**src/rtl/mem_lsu_misaligned.sv**
```systemverilog
// Core-wide constants shared by the memory stage.
package core_pkg;

    parameter int unsigned Xlen = 32;

    typedef enum logic [1:0] {
        MemNone  = 2'd0,
        MemLoad  = 2'd1,
        MemStore = 2'd2
    } mem_type_e;

endpackage

// mem_lsu_misaligned
// Memory-stage load/store unit. An access that fits in one aligned bus word takes one bus
// transaction. An access that crosses a word boundary is split into two aligned beats, and the
// two read beats are merged into one load result. The pipeline is stalled through mem_busy_o.
//
// Ports:
//   clk_i, rst_i          clock and synchronous active-high reset
//   valid_inst_i          instruction in the stage is valid
//   mem_type_i            none / load / store
//   addr_i, wdata_i       byte address and right-aligned store data
//   funct3_i              [1:0] access size (B/H/W/D), [2] zero-extend loads
//   rdata_o               extended load result, valid in the final-response cycle only
//   mem_busy_o            stall request to the pipeline
//   misalign_o            boundary-crossing access rejected (MisalignEn = 0)
//   mem_*                 single-port data-memory request/response interface
module mem_lsu_misaligned
    import core_pkg::*;
#(
    parameter int unsigned Xlen       = core_pkg::Xlen,
    parameter int unsigned MaskBits   = Xlen / 8,
    parameter bit          MisalignEn = 1'b1
) (
    input  logic                clk_i,
    input  logic                rst_i,
    input  logic                valid_inst_i,
    input  logic [1:0]          mem_type_i,
    input  logic [Xlen-1:0]     addr_i,
    input  logic [Xlen-1:0]     wdata_i,
    input  logic [2:0]          funct3_i,
    output logic [Xlen-1:0]     rdata_o,
    output logic                mem_busy_o,
    output logic                misalign_o,
    input  logic                mem_ready_i,
    output logic                mem_valid_o,
    output logic [Xlen-1:0]     mem_addr_o,
    output logic [Xlen-1:0]     mem_wdata_o,
    output logic [MaskBits-1:0] mem_wmask_o,
    input  logic [Xlen-1:0]     mem_rdata_i,
    input  logic                mem_rvalid_i
);

    localparam int unsigned W    = Xlen / 8;
    localparam int unsigned OffW = $clog2(W);

    typedef enum logic [2:0] {
        StIdle,
        StReq0,
        StResp0,
        StReq1,
        StResp1
    } state_e;

    state_e state_q, state_d;
    logic   valid_q, valid_d;

    // Registered bus request; beat1 fields wait in their own registers until needed.
    logic [Xlen-1:0]     out_addr_q, out_addr_d;
    logic [Xlen-1:0]     out_wdata_q, out_wdata_d;
    logic [MaskBits-1:0] out_mask_q, out_mask_d;
    logic [Xlen-1:0]     addr1_q, addr1_d;
    logic [Xlen-1:0]     wdata1_q, wdata1_d;
    logic [MaskBits-1:0] mask1_q, mask1_d;
    logic [OffW-1:0]     off_q, off_d;
    logic [1:0]          size_q, size_d;
    logic                zext_q, zext_d;
    logic                split_q, split_d;
    logic [Xlen-1:0]     lo_q, lo_d;

    // Request decode
    logic [OffW-1:0]       off;
    logic [3:0]            nbytes;
    logic [7:0]            nmask;
    logic                  split;
    logic                  is_req;
    logic                  is_store;
    logic [Xlen-1:0]       base;
    logic [2*Xlen-1:0]     wdata_wide;
    logic [2*MaskBits-1:0] mask_wide;

    always_comb begin
        off = addr_i[OffW-1:0];
        unique case (funct3_i[1:0])
            2'd0:    begin nbytes = 4'd1; nmask = 8'h01; end
            2'd1:    begin nbytes = 4'd2; nmask = 8'h03; end
            2'd2:    begin nbytes = 4'd4; nmask = 8'h0f; end
            default: begin nbytes = 4'd8; nmask = 8'hff; end
        endcase
        split    = (5'(off) + 5'(nbytes)) > 5'(W);
        is_req   = valid_inst_i && (mem_type_i != MemNone);
        is_store = (mem_type_i == MemStore);
        base     = {addr_i[Xlen-1:OffW], {OffW{1'b0}}};
        // Shifting into a double-width vector yields both beats at once: the low half is
        // beat0 and the high half is what spills over into the next word.
        wdata_wide = {{Xlen{1'b0}}, wdata_i} << {off, 3'b000};
        mask_wide  = is_store ? ((2*MaskBits)'(nmask) << off) : '0;
    end

    // FSM next state and control outputs
    always_comb begin
        state_d     = state_q;
        valid_d     = valid_q;
        out_addr_d  = out_addr_q;
        out_wdata_d = out_wdata_q;
        out_mask_d  = out_mask_q;
        addr1_d     = addr1_q;
        wdata1_d    = wdata1_q;
        mask1_d     = mask1_q;
        off_d       = off_q;
        size_d      = size_q;
        zext_d      = zext_q;
        split_d     = split_q;
        lo_d        = lo_q;
        mem_busy_o  = 1'b0;
        misalign_o  = 1'b0;

        unique case (state_q)
            StIdle: begin
                if (is_req) begin
                    if (split && !MisalignEn) begin
                        misalign_o = 1'b1;
                    end else begin
                        mem_busy_o  = 1'b1;
                        state_d     = StReq0;
                        valid_d     = 1'b1;
                        out_addr_d  = base;
                        out_wdata_d = wdata_wide[Xlen-1:0];
                        out_mask_d  = mask_wide[MaskBits-1:0];
                        addr1_d     = base + Xlen'(W);
                        wdata1_d    = wdata_wide[2*Xlen-1:Xlen];
                        mask1_d     = mask_wide[2*MaskBits-1:MaskBits];
                        off_d       = off;
                        size_d      = funct3_i[1:0];
                        zext_d      = funct3_i[2];
                        split_d     = split;
                    end
                end
            end
            StReq0: begin
                mem_busy_o = 1'b1;
                if (mem_ready_i) begin
                    valid_d = 1'b0;
                    state_d = StResp0;
                end
            end
            StResp0: begin
                mem_busy_o = 1'b1;
                if (mem_rvalid_i) begin
                    lo_d = mem_rdata_i;
                    if (split_q) begin
                        state_d     = StReq1;
                        valid_d     = 1'b1;
                        out_addr_d  = addr1_q;
                        out_wdata_d = wdata1_q;
                        out_mask_d  = mask1_q;
                    end else begin
                        mem_busy_o = 1'b0;
                        state_d    = StIdle;
                    end
                end
            end
            StReq1: begin
                mem_busy_o = 1'b1;
                if (mem_ready_i) begin
                    valid_d = 1'b0;
                    state_d = StResp1;
                end
            end
            StResp1: begin
                mem_busy_o = 1'b1;
                if (mem_rvalid_i) begin
                    mem_busy_o = 1'b0;
                    state_d    = StIdle;
                end
            end
            default: begin
                state_d = StIdle;
                valid_d = 1'b0;
            end
        endcase
    end

    always_ff @(posedge clk_i) begin
        if (rst_i) begin
            state_q <= StIdle;
            valid_q <= 1'b0;
        end else begin
            state_q <= state_d;
            valid_q <= valid_d;
        end
    end

    // Data path registers carry no reset; they are only observed behind valid control state.
    always_ff @(posedge clk_i) begin
        out_addr_q  <= out_addr_d;
        out_wdata_q <= out_wdata_d;
        out_mask_q  <= out_mask_d;
        addr1_q     <= addr1_d;
        wdata1_q    <= wdata1_d;
        mask1_q     <= mask1_d;
        off_q       <= off_d;
        size_q      <= size_d;
        zext_q      <= zext_d;
        split_q     <= split_d;
        lo_q        <= lo_d;
    end

    assign mem_valid_o = valid_q;
    assign mem_addr_o  = out_addr_q;
    assign mem_wdata_o = out_wdata_q;
    assign mem_wmask_o = out_mask_q;

    // Load merge and extension. In Resp1 lo_q still holds beat0, so the concatenation
    // lines up the two words before the byte offset is shifted out.
    logic [2*Xlen-1:0] merge_wide;
    logic [2*Xlen-1:0] merge_shift;
    logic [Xlen-1:0]   raw;
    logic [3:0]        nbytes_q;
    logic              sign;
    logic [7:0]        fill;

    always_comb begin
        merge_wide  = split_q ? {mem_rdata_i, lo_q} : {{Xlen{1'b0}}, mem_rdata_i};
        merge_shift = merge_wide >> {off_q, 3'b000};
        raw         = merge_shift[Xlen-1:0];
        unique case (size_q)
            2'd0:    begin nbytes_q = 4'd1; sign = raw[7];      end
            2'd1:    begin nbytes_q = 4'd2; sign = raw[15];     end
            2'd2:    begin nbytes_q = 4'd4; sign = raw[31];     end
            default: begin nbytes_q = 4'd8; sign = raw[Xlen-1]; end
        endcase
        fill    = zext_q ? 8'h00 : {8{sign}};
        rdata_o = '0;
        for (int i = 0; i < int'(W); i++) begin
            if (4'(i) < nbytes_q) begin
                rdata_o[8*i +: 8] = raw[8*i +: 8];
            end else begin
                rdata_o[8*i +: 8] = fill;
            end
        end
    end

endmodule

```
**config.mk**
```make
export PLATFORM = sky130hd
export DESIGN_NAME = mem_lsu_misaligned
export DESIGN_NICKNAME = d
export VERILOG_FILES = /design/src/rtl/mem_lsu_misaligned.sv
export SDC_FILE = /design/constraint.sdc
export NUM_CORES = 1
export LEC_CHECK = 0
export CAP_MARGIN = 20
export CORE_MARGIN = 1.5
export CORE_UTILIZATION = 25
export CTS_CLUSTER_DIAMETER = 100
export DETAILED_ROUTE_END_ITERATION = 10
export PLACE_DENSITY_LB_ADDON = 0.15
export SKIP_CTS_REPAIR_TIMING = 1
export SYNTH_ARGS = -nofsm -noshare
export SYNTH_HDL_FRONTEND = slang
export SYNTH_SLANG_ARGS = --single-unit
```
**constraint.sdc**
```tcl
create_clock -name clk_i -period 5.21 [get_ports clk_i]
set_input_delay 0.521 -clock clk_i [delete_from_list [all_inputs] [get_ports clk_i]]
set_output_delay 0.521 -clock clk_i [all_outputs]
set_load 0.1 [all_outputs]
```
After elaboration in Yosys (flattened, before gate mapping) --
Index checks and enable logic that the tools add are counted.
Storage, ports and cells: bits in registers 178, bits of input ports 106, word-level logic and storage cells 92
Operators by class: add/sub/neg operators 2, order comparisons 5, eq/ne operators 16, shift-type cells 3, multiplexer cells 40, bitwise gates (word level) 1, reduce and logical (&&, ||, !) cells 12
Operators by type and width (count):
- 32-bit 2-to-1 mux | 6
- 32-bit case mux with 2 select lines | 2
- 64-bit 2-to-1 mux | 1
- 32-bit by 5-bit left shift with 64-bit output | 1
- 64-bit by 5-bit >> shifter with 32-bit output | 1
- 8-bit 2-to-1 mux | 5
- 32-bit by 3-bit adder with 32-bit output (second input constant) | 1
- 4-bit case mux with 3 select lines | 2
- 8-bit case mux with 3 select lines | 1
- 4-bit 2-to-1 mux | 4
- 3-bit 2-to-1 mux | 5
- 3-bit case mux with 5 select lines | 1
- 2-bit != test (second input constant) | 6
- 5-bit AND reduction | 2
- 1-bit by 4-bit less-than comparator with 1-bit output (first input constant) | 2
- 2-bit by 4-bit less-than comparator with 1-bit output (first input constant) | 2
- 1-bit 2-to-1 mux | 8
- 1-bit case mux with 4 select lines | 2
- 4-bit case mux with 2 select lines | 1
- 8-bit by 2-bit left shift with 8-bit output | 1
- 2-bit equality test (second input constant) | 3
- 3-bit by 2-bit equality test with 1-bit output (second input constant) | 2
- 2-bit by 4-bit adder with 5-bit output | 1
- 5-bit by 3-bit > comparator with 1-bit output (second input constant) | 1
- 14 further kinds | 18

Depth between registers and ports, before layout --
word-level depth 6, depth in mapped cells 8, depth with buffers taken out 7

Worst setup path after synthesis --
Ideal clock, no wire load.
path type register to register, start point reg state_q[1], end point reg addr1_q[10] (enable), data arrival time 3.603 ns, path slack 1.114 ns, cell stages (with the launch flop) 4, period minus slack after synthesis 4.096 ns, cell sequence dfxtp_1 > clkbuf_1 > nor3_1 > nor2b_1
Between the ends: word-level cells in the longest chain between the ends 2
RTL lines:
- from (decl) | RTL line 66 | state_e state_q, state_d;
- from (signal assigned) | RTL line 197 | state_q <= StIdle;
- from (signal assigned) | RTL line 200 | state_q <= state_d;
- 3-bit logical NOT | RTL line 129 | unique case (state_q)
- 2-bit AND reduction (no line)
- to (signal assigned) | RTL line 210 | addr1_q <= addr1_d;
- to (decl) | RTL line 73 | logic [Xlen-1:0] addr1_q, addr1_d;
No other way between the ends. A chain may end at the register's enable or synchronous reset.

Worst setup path in the final report --
start point reg off_q[0], end point out rdata_o[3]
Between the ends: word-level cells in the longest chain between the ends 4
RTL lines:
- from (decl) | RTL line 76 | logic [OffW-1:0] off_q, off_d;
- from (signal assigned) | RTL line 213 | off_q <= off_d;
- 64-bit by 5-bit >> shifter with 32-bit output * | RTL line 236 | merge_shift = merge_wide >> {off_q, 3'b000};
- 1-bit case mux with 2 select lines | RTL line 238 | unique case (size_q)
- 8-bit 2-to-1 mux | RTL line 244 | fill = zext_q ? 8'h00 : {8{sign}};
- 8-bit 2-to-1 mux * | RTL line 247 | if (4'(i) < nbytes_q) begin
- to (decl) | RTL line 43 | output logic [Xlen-1:0] rdata_o,
Every way passes the cells marked *; elsewhere a longest branch is shown, timed or not.

==> impl_metrics.yaml <==
critical_path:
  cp_cell_sequence: "buf_4 -> mux4_2 -> nand2_1 -> o21ai_0 -> clkdlybuf4s50_1"
  cp_num_buf_inv: 2
  rrSetupSlack_ns: 2.87
  cp_top_family: "buffers and inverters"
  cp-end-kind: "output port"
  critical-path-max-stage-delay_ns: 1.02
  cp.arrival_ns: 3.28
  crit_fanout: 58
  cp_slowest_cell: "clkdlybuf4s50_1"
  timing_worst_setup_path_type: "flip-flop to output port"
  required_ns: 4.69
  startpoint_type: "flip-flop"
sta:
  post-route-min-period_ns: 3.797
  slew_headroom_pct: 29.05
  hold_viol: 0
  drv_slew: 0
  worst_pin_slew_ns: 1.061
  max_freq_mhz: 263.4
  rsz0062_at_grt: "false"
  setup_viol: 0
  fin_setup_tns_ns: 0
  clock_skew_ns: 0.01174
  finalCritPeriodShare_pct: 72.87
layout:
  fillers: 3550
  multi_input_area_um2: 3642
  mostFrequentLayoutCell: "clkdlybuf4s50_1"
  final_cells: 1440
  ff_latch_area_um2: 4945
  final_cell_mix: "clkdlybuf4s50_1 (179), nand2_1 (175), edfxtp_1 (162), mux2i_1 (67), o21ai_0 (48)"
  final_nets: 1083
  n_antenna_cell: 0
  drive_gt1_share_pct: 10.86
  stdcell_area_um2: 11880
  area_delta_synth_final_pct: 34.05
detailed_routing:
  drc: 0
  drt_iter0_drc: 407
  antenna_left: 0
  vias_per_cell: 4.622
  drt_wl_total_um: 25710
  firstDrtPassIters: 4
  wire_per_inst_um: 17.85
  vias: 6656
power:
  peakVddDrop_v: 0.0002142
  p_per_area_nw_per_um2: 362.8
  p_leak_nw: 4.534
clock_network:
  path_clk_slew_ns: 0.07
  cts_sinks: 166
  clock_path_buffers: 2
  cts_buffers: 17
  root_buffer: "clkbuf_16"
  cts_tree: "yes"
  clock_latency_ns: 0.44
  htreeDepth: 4
floorplan:
  io_pins: 209
  core_area_um2: 34710
  fp.dieH_um: 191.3
  die-area_um2: 36590
  start_util_pct: 25.53
  dieWidth_um: 191.3
  row_count: 68
placement:
  portBuffers: 205
  placed_area_um2: 11260
  dp.cells: 1408
  hpwl_um: 17100
  gp_congestion: 0.7655
synthesis:
  synth-main-ff-cell: "edfxtp_1"
  yosys_warnings: 0
  async_flop_share_pct: 0
  ys_seq_area_share_pct: 55.80
  synth_cell_types: 49
  yosys_register_bits: 166
  synth-edff-count: 162
  avgSynthCellArea_um2: 11.23
  netlist_area_um2: 8862
  syn_inst: 789
global_routing:
  globalRouteOverflowTotal: 0
  grt_max_degree: 67
  antenna_found_initial: 1
  grt_usage_pct: 14.35
  grt_pass1_vias: 6836
  grt_pass1_wl_um: 39790
flow_run:
  drv_cap: 0
worst_hold_path:
  holdCritPathClass: "flip-flop to flip-flop"
run_status:
  status: "complete, no violations"
==> final timing paths <==
| check | from | end | cells after the start |
|---|---|---|---|
| max reg2reg | state_q[2]$_SDFFE_PP0P_ | mem_wmask_o[2]$_DFFE_PP_ | 5 |
| max | off_q[0]$_DFFE_PP_ | rdata_o[3] | 5 |
| min reg2reg | addr1_q[24]$_DFFE_PP_ | mem_addr_o[24]$_DFFE_PP_ | 2 |
| min | addr1_q[24]$_DFFE_PP_ | mem_addr_o[24]$_DFFE_PP_ | 2 |
==> registers in the layout, summed over array words and instances, names as in the netlist <==
register / count
split_q: 1
mem_wmask_o: 4
state_q: 3
wdata1_q: 24
mem_valid_o: 1
lo_q: 32
mem_wdata_o: 32
mask1_q: 4
addr1_q: 30
size_q: 2
zext_q: 1
mem_addr_o: 30
off_q: 2
==> stage by stage <==
stage          power (mW)  setup WS [ns]  hold WS [ns]  util, %
5_1_grt             4.481          1.191        0.5332    34.22
3_5_place_dp        2.971          1.681        0.4920    32.43
3_3_place_gp        2.975          1.692        0.4894    32.43
6_report            4.310          1.413        0.5069    34.22
4_1_cts             4.364          1.392        0.5105    34.22
2_1_floorplan       2.607          1.114        0.4816        -
==> cell type report <==
type	count	share of cell area, %
sequential	166	41.62
multi-input combinational	562	30.66
timing repair buffer	216	17.40
tap	455	4.792
clock buffer	17	3.581
clock inverter	15	1.664
inverter	9	0.2844
==> logic make-up after synthesis <==
kind of cell             after synthesis  share of synthesized area [%]
flip-flops                           166                          55.80
AO/OA/AOI/OAI                        125                          8.895
other                                  1                        0.04231
buffers and inverters                 63                          3.346
multiplexers                          97                          13.41
AND/OR/NAND/NOR                      304                          14.95
XOR/XNOR                              28                          2.767
adder cells (fa/ha/maj)                5                         0.7907
==> where the power goes <==
group          leakage [nW]  switching [mW]  internal (mW)
clock network         0.309           0.572          0.808
registers              1.56          0.0391           1.60
logic                  2.66           0.954          0.339
==> cells in the mapped netlist, drive strengths merged, types with 13 or more instances <==
cell    instances  area [um2]
a21o           17       127.6
a21oi          27       135.1
and3           23       143.9
buf            20       135.1
clkbuf         34       127.6
edfxtp        162        4865
mux2           14       157.7
mux2i          67       670.6
mux4           16       360.4
nand2         176       660.6
nand3          23       115.1
nand4          13       81.33
nor2           44       165.2
o21ai          48       240.2
xnor2          22       192.7
==> worst reg2reg max path: stages, from the launching register on <==
cell,delay [ns]
dfxtp_1,0.42
nor2_1,0.31
and2_2,0.57
buf_4,0.50
a211oi_1,0.12
a21o_1,0.17
==> per-layer routing <==
layer	share of wire (%)	global-route usage [%]	vias up
li1	-	-	3239
met1	44	18.18	3224
met2	46	22.78	175
met3	8.4	5.269	16
met4	1.2	4.207	2
met5	0.039	0	-
No activity file was read; power rests on OpenSTA's default activity.
